[config.mk]
export PLATFORM = sky130hd
export DESIGN_NAME = memory_dumper_flat
export DESIGN_NICKNAME = d
export VERILOG_FILES = /design/src/rtl/memory_dumper_if.sv /design/src/rtl/memory_dumper.sv /design/src/flat_wrapper.sv
export SDC_FILE = /design/constraint.sdc
export NUM_CORES = 1
export LEC_CHECK = 0
export ABC_AREA = 1
export CAP_MARGIN = 20
export CORE_ASPECT_RATIO = 0.6
export CORE_MARGIN = 8
export CORE_UTILIZATION = 24
export CTS_CLUSTER_SIZE = 25
export DETAILED_ROUTE_END_ITERATION = 10
export PLACE_DENSITY_LB_ADDON = 0.08
export SLEW_MARGIN = 10
export SYNTH_ARGS = -nofsm -noshare
export SYNTH_HDL_FRONTEND = slang
export SYNTH_SLANG_ARGS = --single-unit
[constraint.sdc]
create_clock -name clk -period 1.98 [get_ports clk]
set_clock_uncertainty 0.05 [all_clocks]
set_input_delay 0.396 -clock clk [delete_from_list [all_inputs] [get_ports clk]]
set_output_delay 0.396 -clock clk [all_outputs]
set_load 0.05 [all_outputs]
[src/rtl/memory_dumper_if.sv]
// memory_dumper_if: memory read port plus UART transmit byte stream used by the dumper
interface memory_dumper_if;
  logic [31:0] mem_out_addr;
  logic        mem_out_valid;
  logic [31:0] mem_out_data;
  logic        mem_out_ready;
  logic [7:0]  uart_in_data;
  logic        uart_in_valid;
  logic        uart_in_ready;
  modport master (
    output mem_out_addr, mem_out_valid, uart_in_data, uart_in_valid,
    input  mem_out_data, mem_out_ready, uart_in_ready
  );
  modport slave (
    input  mem_out_addr, mem_out_valid, uart_in_data, uart_in_valid,
    output mem_out_data, mem_out_ready, uart_in_ready
  );
endinterface

[src/rtl/memory_dumper.sv]
// memory_dumper: reads a block of words from memory and streams each word out as four UART bytes
module memory_dumper #(
  parameter logic [31:0] ADDR_STEP = 32'd1,
  parameter bit          MSB_FIRST = 1'b0
) (
  input  logic           clk,
  input  logic           reset,
  input  logic           start,
  input  logic [31:0]    base_addr,
  input  logic [31:0]    word_count,
  output logic           busy,
  output logic           completed,
  memory_dumper_if.master bus
);
  typedef enum logic [1:0] {IDLE, READ, SEND, DONE} state_t;
  state_t state, next;
  logic [31:0] addr, remaining, word_buf;
  logic [1:0] byte_idx, sel;
  logic mem_hs, byte_hs, word_end;
  assign mem_hs   = state == READ && bus.mem_out_ready;
  assign byte_hs  = state == SEND && bus.uart_in_ready;
  assign word_end = byte_hs && byte_idx == 2'd3;
  assign sel      = MSB_FIRST ? 2'd3 - byte_idx : byte_idx;
  always_comb begin
    next = state;
    case (state)
      IDLE:    next = start ? (word_count == 32'd0 ? DONE : READ) : IDLE;
      READ:    next = mem_hs ? SEND : READ;
      SEND:    next = word_end ? (remaining == 32'd1 ? DONE : READ) : SEND;
      default: next = IDLE;
    endcase
  end
  assign busy              = state != IDLE;
  assign completed         = state == DONE;
  assign bus.mem_out_valid = state == READ;
  assign bus.mem_out_addr  = addr;
  assign bus.uart_in_valid = state == SEND;
  assign bus.uart_in_data  = state == SEND ? word_buf[{sel, 3'b000} +: 8] : 8'd0;
  // remaining is only decremented on a word finish, which needs remaining >= 1
  always_ff @(posedge clk or negedge reset) begin
    if (!reset) begin
      state     <= IDLE;
      addr      <= 32'd0;
      remaining <= 32'd0;
      word_buf  <= 32'd0;
      byte_idx  <= 2'd0;
    end else begin
      state <= next;
      if (state == IDLE && start) begin
        addr      <= base_addr;
        remaining <= word_count;
      end
      if (mem_hs) begin
        word_buf <= bus.mem_out_data;
        byte_idx <= 2'd0;
      end
      if (byte_hs) byte_idx <= byte_idx + 2'd1;
      if (word_end) begin
        addr      <= addr + ADDR_STEP;
        remaining <= remaining - 32'd1;
      end
    end
  end
endmodule
[src/flat_wrapper.sv]
// flat-port wrapper written by rule: the top's interface ports become plain ports
module memory_dumper_flat 
#(
  parameter logic [31:0] ADDR_STEP = 32'd1,
  parameter bit          MSB_FIRST = 1'b0
)
  (clk, reset, start, base_addr, word_count, busy, completed, bus_mem_out_addr, bus_mem_out_valid, bus_uart_in_data, bus_uart_in_valid, bus_mem_out_data, bus_mem_out_ready, bus_uart_in_ready);
  memory_dumper_if bus_i ();
  input  logic clk;
  input  logic reset;
  input  logic start;
  input  logic [31:0] base_addr;
  input  logic [31:0] word_count;
  output logic busy;
  output logic completed;
  output wire logic [$bits(bus_i.mem_out_addr)-1:0] bus_mem_out_addr;
  output wire logic [$bits(bus_i.mem_out_valid)-1:0] bus_mem_out_valid;
  output wire logic [$bits(bus_i.uart_in_data)-1:0] bus_uart_in_data;
  output wire logic [$bits(bus_i.uart_in_valid)-1:0] bus_uart_in_valid;
  input wire logic [$bits(bus_i.mem_out_data)-1:0] bus_mem_out_data;
  input wire logic [$bits(bus_i.mem_out_ready)-1:0] bus_mem_out_ready;
  input wire logic [$bits(bus_i.uart_in_ready)-1:0] bus_uart_in_ready;
  assign bus_mem_out_addr = bus_i.mem_out_addr;
  assign bus_mem_out_valid = bus_i.mem_out_valid;
  assign bus_uart_in_data = bus_i.uart_in_data;
  assign bus_uart_in_valid = bus_i.uart_in_valid;
  assign bus_i.mem_out_data = bus_mem_out_data;
  assign bus_i.mem_out_ready = bus_mem_out_ready;
  assign bus_i.uart_in_ready = bus_uart_in_ready;
  memory_dumper #(.ADDR_STEP(ADDR_STEP), .MSB_FIRST(MSB_FIRST)) u_core (.clk(clk), .reset(reset), .start(start), .base_addr(base_addr), .word_count(word_count), .busy(busy), .completed(completed), .bus(bus_i));
endmodule
Word level (Yosys, flattened, before mapping)
Index checks and enable logic that the tools add are counted.
Cells by class
  $add $sub $neg: 3
  multipliers: 0
  div/mod/pow operators: 0
  magnitude comparators: 0
  eq/ne operators: 5
  shift operators: 1
  multiplexer cells: 13
  bitwise operators: 0
  reductions and logical operators: 9
Operators with widths (count)
  32-bit two-way mux: 4
  32-bit by 1-bit adder with 32-bit output (second input constant): 1
  32-bit by 1-bit == test with 1-bit output (second input constant): 1
  32-bit zero test: 1
  32-bit by 6-bit variable part select with 8-bit output: 1
  32-bit by 1-bit subtractor with 32-bit output (second input constant): 1
  2-bit two-way mux: 7
  8-bit two-way mux: 1
  2-bit == test (second input constant): 3
  2-bit one-hot mux with 3 select lines: 1
  2-bit nonzero test: 3
  1-bit logical AND: 4
  2-bit by 1-bit adder with 2-bit output (second input constant): 1
  2-bit by 1-bit == test with 1-bit output (second input constant): 1
  2-bit zero test: 1
Word-level totals
  register bits: 100
  bits in latches: 0
  memory bits (writable): 0
  bits in read-only memories: 0
  output and inout bits: 44
  logic and storage cells: 36
  memories kept: 0

Logic depth before layout (Yosys ltp)
Gate-level depths: netlist of the first run.
  depth in word-level cells: 5
  mapped depth: 10
  depth with buffers taken out: 10

Worst setup path after synthesis of the first run
Ideal clock, no wire load.
  path kind: register -> output
  start: reg u_core.byte_idx[0]
  end: out bus_uart_in_data[2]
  arrival time: 1.800 ns
  required time: 1.534 ns
  slack: -0.266 ns
  stages on the path, launching flop included: 6
  path buffers: 2
  cell sequence: dfrtp_1 clkbuf_1 inv_1 clkbuf_1 o21ai_0 a21oi_1
On the way
  cells in the longest elaborated chain, start to end: 2
RTL lines
  start, declared: line memory_dumper.sv:18  | logic [1:0] byte_idx, sel;
  start signal, assigned: line memory_dumper.sv:57  | if (byte_hs) byte_idx <= byte_idx + 2'd1;
  32-bit by 6-bit variable part select with 8-bit output: line memory_dumper.sv:38  | assign bus.uart_in_data = state == SEND ? word_buf[{sel, 3'b000} +: 8] : 8'd0;
  8-bit two-way mux: line memory_dumper.sv:38
  end, declared: line flat_wrapper.sv:18  | output wire logic [$bits(bus_i.uart_in_data)-1:0] bus_uart_in_data;
Every way passes these cells.

Worst setup path after layout of the first run
  start: reg u_core.byte_idx[0]
  end: out bus_uart_in_data[4]
Same word-level chain as after synthesis.

==> flow_metrics.tcl, run 1 <==
set metrics [dict create \
    status "complete, but fails checks" \
    violations_in_the_final_reports "negative setup slack" \
    worst_hold_endpoint "u_core.word_buf[16]" \
    vias_per_cell 4.53 \
    netlist-cell-type-count 35 \
    total_power_w 0.0136 \
    slew-limit-headroom_pct 28.9 \
    hold_start "u_core.word_buf[16]" \
    holdWs_ns 0.432 \
    final_period_minus_worst_setup_slack_ns 2.02 \
    post_synth.cell_area_avg_um2 6.49 \
    cts_max_path_buffers 2 \
    area_taken_by_flip_flops_and_latches_um2 2510 \
    worstPathArrival_ns 1.57 \
    gp_congestion 0.866 \
    antennaDiodeCount 0 \
    final-setup-viol-count 8 \
    yosysSeqAreaShare_pct 39.1 \
    netlist_area_um2 6400 \
    drt_iter0_drc 591 \
    layout.core_utilization_pct 35.2 \
    drt_pre_antenna_iters 5 \
    asyncSetResetFlopFracSynth_pct 100 \
    power-per-cell-area_nw_per_um2 1470 \
    syn_inst 987 \
    hold_viol_final 0 \
    timing.max_cap.violations 0 \
    crit_path_launch "u_core.byte_idx[0]" \
    areaGrowthSynthToFinish_pct 44.6 \
    synth_top_area_share_pct 39.1 \
    route.detailed.drc 0 \
    worstReg2RegStart "u_core.bus.mem_out_addr[1]" \
    cts.reportedPaths.clkPinSlew_ns 0.06 \
    first_global_vias 6595 \
    synth_fp_nets 1092 \
    floorplan.core_area_um2 26300 \
    design.portCount 145 \
    die_height_um 143 \
    global_route_wire_length_before_repair_um 41100 \
    layout.cells.most_common "nand2_1" \
    rows 46 \
    min_period_over_period_pct 102 \
    effective_utilization_at_floorplan_pct 24.4 \
    setup.worst_path.start_class "flip-flop" \
    number_of_enable_flip_flop_cells_after_synthesis 0 \
    min_path_type "flip-flop to flip-flop" \
    p_leak_nw 4.18 \
    timing.reg2reg.setup_slack_ns 0.16 \
    tightestPinTransition_ns 1.06 \
    synth-seq-cells 100 \
    maximum_number_of_pins_on_one_net_before_global_route_repair 37 \
    dp_hpwl_um 21900 \
    cts_inserted_buffers 9 \
    number_of_synthesis_warnings 0 \
    post_drt_wl_per_cell_um 18.0 \
    critPathMaxFanout 8 \
    yosys-top-cells-area "dfrtp_1 (39%), nand2_1 (22%), nor2_1 (9.4%)" \
    grt_remaining_overflow 0 \
    fp.dieArea_um2 32300 \
    hold-path-cell-count 2 \
    vias 6961 \
    num-nets-final 1277 \
    worstSetupPathType "flip-flop to output pin" \
    rr_endpoint "u_core.bus.mem_out_addr[26]" \
    postLayoutSetupSlackWorst_ns -0.0384 \
    filler_cell_count 2870 \
    antenna_found_initial 0 \
    yosys_most_used_dff "dfrtp_1" \
    layout.cells.most_common_list "nand2_1 (375), nor2_1 (145), clkdlybuf4s50_1 (99)" \
    multi_input_area_um2 3640 \
    htree_levels 3 \
    routed_wl_um 27700 \
    end_kind "output pin" \
    proportion_of_layout_cells_with_a_drive_suffix_above_1_pct 15.6 \
    numPortBuffers 144 \
    grt.total_usage_pct 17.1 \
    tritoncts_clock_tree "yes" \
    irDropWorstVdd_mv 0.701 \
    critical_path_required_ns 1.53 \
    timing.reg2reg.worst_path_depth 11 \
    max_freq_mhz 495 \
    rsz0062_at_grt "yes" \
    cts_root_buf "clkbuf_16" \
    die_width_um 227 \
    worstSkewPairLatency_ns 0.36 \
    yosysTopAreaCell "dfrtp_1" \
    cts_num_sinks 100 \
    drv_slew 0 \
    antenna_left 0 \
]
-- worst max-delay path: stages, from the launching register on --
cell and delay [ns]:
dfrtp_2 0.45, inv_4 0.08, buf_12 0.15, buf_6 0.12, o21ai_2 0.18, a21oi_4 0.08, buf_12 0.15
-- Yosys cell counts, drive strengths merged, types with 2 or more instances --
library cell / count
nand3: 70
ha: 4
nor3: 6
clkbuf: 10
a22oi: 3
xor2: 9
nand3b: 9
inv: 91
nor4: 2
o21a: 5
o21ai: 50
o21bai: 4
o311ai: 2
o22ai: 2
buf: 20
nand4: 8
o211ai: 16
nand2: 379
nor2: 169
o221ai: 5
a21oi: 17
dfrtp: 100
-- flip-flops by register name (all words and copies together) (netlist names) --
signal,flops
u_core.bus.mem_out_addr,32
u_core.word_buf,32
u_core.byte_idx,2
u_core.remaining,32
u_core.state,2
-- cell families after synthesis --
family          Yosys count  share of synthesized area, %
xor+xnor                  9                          1.23
fa+ha+maj                 4                         0.781
simple gates            645                          41.2
flops                   100                          39.1
compound gates          107                          10.0
buf+inv                 122                          7.70
-- power by group --
| part | internal (W) | total (W) | switching (W) |
|---|---|---|---|
| clock network | 0.000940 | 0.00176 | 0.000817 |
| registers | 0.00302 | 0.00418 | 0.00117 |
| logic | 0.00278 | 0.00765 | 0.00487 |
| total | 0.00673 | 0.0136 | 0.00686 |
-- cell type report --
| cell class | count | area share [%] |
|---|---|---|
| clock buffers | 12 | 2.88 |
| clock inverters | 2 | 0.108 |
| multi-input cells | 765 | 39.3 |
| well taps | 360 | 4.86 |
| inverters | 92 | 3.82 |
| flip-flops and latches | 100 | 27.1 |
| repair buffers | 204 | 22.0 |
-- layer usage --
layer,track usage (%),vias to the layer above,share of wire [%]
met1,28.1,3247,55
li1,-,3513,-
met5,0,-,0
met3,3.44,8,6.0
met4,2.78,0,0.62
met2,21.8,193,38
-- worst max-delay path by stage --
stage | endpoint | slack, ns
final | bus_uart_in_data[4] | -0.04
after global routing | bus_uart_in_data[4] | -0.12
after CTS | bus_uart_in_data[1] | -0.07
after detailed placement | u_core.state[1] | -0.39
after global placement | u_core.state[1] | -0.42
after floorplan | bus_uart_in_data[0] | -0.03
-- repair_timing --
| item | CTS | global route |
|---|---|---|
| endpoints found under the hold margin | 25 | 0 |
| resized for setup | 54 | 23 |
| hold buffers | 1 | 0 |
| endpoints found under the setup margin | 8 | 33 |
| pin swaps | 11 | 8 |
| gates cloned | 2 | 0 |
| buffers inserted | 4 | 1 |
-- per-stage QoR --
step           setup WS [ns]  cells  setup TNS, ns  area (um2)
2_1_floorplan        -0.0342    987         -0.274        6440
3_3_place_gp          -0.418   1513         -0.477        8660
3_5_place_dp          -0.391   1513         -0.468        8660
4_1_cts              -0.0688   1534         -0.474        9180
5_1_grt               -0.123   1535         -0.888        9260
6_report             -0.0384   1535         -0.220        9260
(Power assumes the default switching activity.)
==> run 2: changes to the inputs <==
==> constraint.sdc (replaced) <==
create_clock -name clk -period 2.6 [get_ports clk]
set_clock_uncertainty 0.05 [all_clocks]
set_input_delay 0.52 -clock clk [delete_from_list [all_inputs] [get_ports clk]]
set_output_delay 0.52 -clock clk [all_outputs]
set_load 0.05 [all_outputs]
==> flow_metrics.tcl, run 2 (synthesis results as in run 1) <==
set metrics [dict create \
    numPortBuffers 144 \
    die_height_um 143 \
    clockPowerShare_pct 13.8 \
    layout.cells.non_filler 1506 \
    design.portCount 145 \
    antennaDiodeCount 0 \
    met3_usage_pct 2.92 \
    busiest_layer "met1" \
    placedCellCount 1491 \
    holdBufCountCts 0 \
    net-switching-power_w 0.00481 \
    grt_remaining_overflow 0 \
    setup.worst_path.start_class "flip-flop" \
    die_width_um 227 \
    drv_slew 0 \
    slew-limit-headroom_pct 62.2 \
    effective_utilization_at_floorplan_pct 24.4 \
    htree_levels 3 \
    cts_max_path_buffers 2 \
    timing.max_cap.violations 0 \
    global_routing_met1_resource_utilization_pct 25.0 \
    tightestPinTransition_ns 0.565 \
    dp_slack_ns 0.333 \
    critPathSlowestCell "dfrtp_2" \
    final.setup.tns_ns 0 \
    dp_hpwl_um 20100 \
    min_period_over_period_pct 94.4 \
    cts_root_buf "clkbuf_16" \
    rows 46 \
    critPathTopFamily "buffers and inverters" \
    comb_power_share_pct 53.3 \
    routed_wl_um 25600 \
    bufs_and_invs_on_worst_path 4 \
    cellInternalPower_w 0.00482 \
    hold_viol_final 0 \
    critical_path_required_ns 2.03 \
    floorplan.core_area_um2 26300 \
    grt.total_usage_pct 15.7 \
    irDropWorstVdd_mv 0.455 \
    switching_part_of_the_total_power_pct 49.9 \
    placed_area_um2 8510 \
    cell_by_cell_listing_of_the_critical_path "inv_1, buf_4, o21ai_0, buf_4, a21oi_1, buf_12" \
    worstSetupPathType "flip-flop to output pin" \
    cp_common_cell "buf_4" \
    cts_setup_buffers 0 \
    cts_resized 0 \
    status "completed" \
    final_period_minus_worst_setup_slack_ns 2.46 \
    max_freq_mhz 407 \
    antenna_left 0 \
    areaGrowthSynthToFinish_pct 37.2 \
    cts.reportedPaths.clkPinSlew_ns 0.07 \
    worst_path_largest_cell_delay_ns 0.51 \
    global_route_wire_length_before_repair_um 38900 \
    postLayoutSetupSlackWorst_ns 0.145 \
    tritoncts_clock_tree "yes" \
    cts_num_sinks 100 \
    proportion_of_layout_cells_with_a_drive_suffix_above_1_pct 6.28 \
    critPathMaxFanout 18 \
    drt_iter0_drc 554 \
    first_global_vias 6262 \
    end_kind "output pin" \
    drt_pre_antenna_iters 6 \
    layout.cells.most_common_list "nand2_1 (377), nor2_1 (160), clkdlybuf4s50_1 (135)" \
    antenna_found_initial 0 \
    worstPathArrival_ns 1.89 \
    maximum_number_of_pins_on_one_net_before_global_route_repair 41 \
    cts_inserted_buffers 9 \
    vias_per_cell 4.43 \
    finalInstanceArea_um2 8790 \
    p_leak_nw 3.93 \
    worstSkewPairLatency_ns 0.36 \
    globalRouteMet2Util_pct 21.3 \
    gp_congestion 0.818 \
    min_path_type "primary input to async pin" \
    power-per-cell-area_nw_per_um2 1100 \
    vias 6670 \
    post_drt_wl_per_cell_um 17.0 \
    fp.dieArea_um2 32300 \
    route.detailed.drc 0 \
    num-nets-final 1247 \
    final-setup-viol-count 0 \
    power_frac_seq_pct 32.9 \
    layout.cells.most_common "nand2_1" \
    total_power_w 0.00964 \
    rsz0062_at_grt "no" \
]
run 2: cell types whose count changed in the layout (fill, tap and decap cells not counted), moves of 4 or more:
cell / previous run / this run
a21oi_4: 8 / 0
buf_6: 5 / 0
nor2_1: 145 / 160
buf_4: 81 / 26
nor2_2: 17 / 5
o21ai_0: 30 / 46
buf_12: 17 / 13
clkdlybuf4s50_1: 99 / 135
o21ai_2: 13 / 0
a21oi_1: 9 / 16
run 2: worst paths after layout:
| path | startpoint | endpoint | slack (ns) | cells past startpoint |
|---|---|---|---|---|
| min reg2reg | u_core.word_buf[13] | u_core.word_buf[13] | 0.43 | 2 |
| min | reset | u_core.remaining[9] | 0.08 | 1 |
| max reg2reg | u_core.bus.mem_out_addr[1] | u_core.bus.mem_out_addr[20] | 0.52 | 10 |
| max | u_core.byte_idx[0] | bus_uart_in_data[4] | 0.14 | 6 |
| max in group asynchronous | reset | u_core.byte_idx[0] | 1.80 | 2 |
| min in group clk | u_core.word_buf[13] | u_core.word_buf[13] | 0.43 | 2 |
run 2: final cells by class:
type                            count  area (um2)
Sequential cell                   100        2500
Clock buffer                       13         260
Inverter                           92         345
Multi-Input combinational cell    765        3410
Fill cell                        2932       17500
Timing Repair Buffer              174        1810
Clock inverter                      2        10.0
Tap cell                          360         450
run 2: metal layers:
metal / part of all wire, % / wire (um) / vias to the layer above
li1: - / - / 3447
met2: 40 / 10300 / 146
met3: 4.7 / 1220 / 12
met1: 54 / 13900 / 3065
met5: 0 / 0 / -
met4: 0.84 / 216 / 0
run 2: metrics by stage:
step / util, % / hold slack, ns
after floorplan: - / 0.174
after global placement: 32.4 / 0.409
final: 33.4 / 0.0846
after detailed placement: 32.4 / 0.411
after global routing: 33.4 / 0.113
after CTS: 33.4 / 0.0965
run 2: power groups by stage:
stage               combinational, W  clock, W  sequential [W]
global route                 0.00566   0.00144         0.00329
global placement             0.00516         0         0.00321
detailed placement           0.00518         0         0.00318
floorplan                    0.00252         0         0.00369
CTS                          0.00519   0.00138         0.00316
finish                       0.00514   0.00133         0.00317
==> run 3: changes to the inputs <==
--- a/config.mk
+++ b/config.mk
@@ -7,10 +7,12 @@
 export LEC_CHECK = 0
 export ABC_AREA = 1
 export CAP_MARGIN = 20
+export CELL_PAD_IN_SITES_DETAIL_PLACEMENT = 0
+export CELL_PAD_IN_SITES_GLOBAL_PLACEMENT = 1
 export CORE_ASPECT_RATIO = 0.6
 export CORE_MARGIN = 8
 export CORE_UTILIZATION = 24
-export CTS_CLUSTER_SIZE = 25
+export CTS_CLUSTER_SIZE = 28
 export DETAILED_ROUTE_END_ITERATION = 10
 export PLACE_DENSITY_LB_ADDON = 0.08
 export SLEW_MARGIN = 10
==> constraint.sdc (replaced) <==
create_clock -name clk -period 2.8 [get_ports clk]
set_clock_uncertainty 0.05 [all_clocks]
set_input_delay 0.56 -clock clk [delete_from_list [all_inputs] [get_ports clk]]
set_output_delay 0.56 -clock clk [all_outputs]
set_load 0.05 [all_outputs]
==> flow_metrics.tcl, run 3 (synthesis results as in run 1) <==
set metrics [dict create \
    worst_path_largest_cell_delay_ns 0.87 \
    timing.max_cap.violations 0 \
    slew-limit-headroom_pct 60.8 \
    post_drt_wl_per_cell_um 18.4 \
    maximum_number_of_pins_on_one_net_before_global_route_repair 39 \
    num-nets-final 1244 \
    htree_levels 3 \
    antenna_left 0 \
    final-setup-viol-count 0 \
    worstSetupPathType "flip-flop to output pin" \
    cts_num_sinks 100 \
    drt_iter0_drc 555 \
    final_period_minus_worst_setup_slack_ns 2.59 \
    fp.dieArea_um2 32300 \
    setup.worst_path.start_class "flip-flop" \
    cts_root_buf "clkbuf_16" \
    route.detailed.drc 0 \
    antenna_found_initial 0 \
    global_routing_met1_resource_utilization_pct 28.7 \
    bufs_and_invs_on_worst_path 2 \
    final.setup.tns_ns 0 \
    finalInstanceArea_um2 8710 \
    holdWs_ns 0.0959 \
    p_leak_nw 3.92 \
    critPathSlowestCell "clkdlybuf4s50_1" \
    critPathTopFamily "buffers and inverters" \
    tightestPinTransition_ns 0.587 \
    hold_viol_final 0 \
    die_height_um 143 \
    antennaDiodeCount 0 \
    worstPathArrival_ns 1.98 \
    vias_per_cell 4.49 \
    layout.core_utilization_pct 33.1 \
    drt_pre_antenna_iters 5 \
    proportion_of_layout_cells_with_a_drive_suffix_above_1_pct 6.12 \
    effective_utilization_at_floorplan_pct 24.4 \
    rsz0062_at_grt "no" \
    critPathMaxFanout 7 \
    met3_usage_pct 4.82 \
    min_path_type "primary input to async pin" \
    cell_by_cell_listing_of_the_critical_path "inv_2, nor2_4, clkdlybuf4s50_1" \
    vias 6760 \
    min_period_over_period_pct 92.6 \
    layout.cells.most_common "nand2_1" \
    busiest_layer "met1" \
    areaGrowthSynthToFinish_pct 36.0 \
    placed_area_um2 8390 \
    dp_hpwl_um 21800 \
    worstSkewPairLatency_ns 0.38 \
    cts_inserted_buffers 9 \
    routed_wl_um 27700 \
    tritoncts_clock_tree "yes" \
    end_kind "output pin" \
    design.portCount 145 \
    drv_slew 0 \
    holdBufCountCts 0 \
    layout.cells.most_common_list "nand2_1 (377), nor2_1 (160), clkdlybuf4s50_1 (135)" \
    rows 46 \
    first_global_vias 6487 \
    cts.reportedPaths.clkPinSlew_ns 0.08 \
    critical_path_required_ns 2.19 \
    grt.total_usage_pct 17.3 \
    cts_max_path_buffers 2 \
    power-per-cell-area_nw_per_um2 1050 \
    gp_congestion 0.830 \
    cts_setup_buffers 0 \
    grt_remaining_overflow 0 \
    globalRouteMet2Util_pct 20.8 \
    numPortBuffers 144 \
    max_freq_mhz 386 \
    die_width_um 227 \
    irDropWorstVdd_mv 0.414 \
    global_route_wire_length_before_repair_um 41400 \
    status "completed" \
    floorplan.core_area_um2 26300 \
    cts_resized 0 \
]
[run 3: cell count changes in the layout (fill, tap and decap cells not counted), moves of 2 or more]
cell / previous run / this run
clkinv_4: 0 / 2
buf_4: 26 / 29
clkbuf_1: 2 / 0
buf_12: 13 / 5
bufinv_16: 0 / 2
buf_2: 0 / 2
[run 3: power by group]
group,internal [W],switching [W]
Combinational,0.00162,0.00311
Sequential,0.00213,0.000838
Clock,0.000809,0.000646
Total,0.00456,0.00460
[run 3: through the flow]
| stage | cells | worst slack (ns) | power [W] |
|---|---|---|---|
| 2_1_floorplan | 987 | 0.390 | 0.00577 |
| 3_3_place_gp | 1486 | 0.174 | 0.00776 |
| 3_5_place_dp | 1488 | 0.402 | 0.00773 |
| 4_1_cts | 1504 | 0.165 | 0.00924 |
| 5_1_grt | 1504 | 0.0899 | 0.00987 |
| 6_report | 1504 | 0.207 | 0.00915 |
[run 3: path summary, 6_finish.rpt]
check	to	depth (start not counted)	start	slack, ns
setup / recovery	bus_uart_in_valid	3	u_core.state[1]	0.21
hold / removal	u_core.remaining[17]	1	reset	0.1
setup reg to reg	u_core.remaining[21]	8	u_core.byte_idx[0]	0.65
hold reg to reg	u_core.word_buf[31]	2	u_core.word_buf[31]	0.43
max in group asynchronous	u_core.word_buf[13]	2	reset	1.92
min in group clk	u_core.word_buf[31]	2	u_core.word_buf[31]	0.43
[run 3: final cells by class]
type | instances | area [um2]
clock inverters | 6 | 87.6
multi-input cells | 765 | 3410
inverters | 92 | 345
well taps | 360 | 450
fillers | 2939 | 17600
flip-flops and latches | 100 | 2500
repair buffers | 171 | 1680
clock buffers | 10 | 239
[run 3: metal layers]
| layer | up-vias | part of all wire, % |
|---|---|---|
| li1 | 3435 | - |
| met1 | 3175 | 58 |
| met2 | 139 | 36 |
| met3 | 11 | 5.9 |
| met4 | 0 | 0.60 |
| met5 | - | 0 |
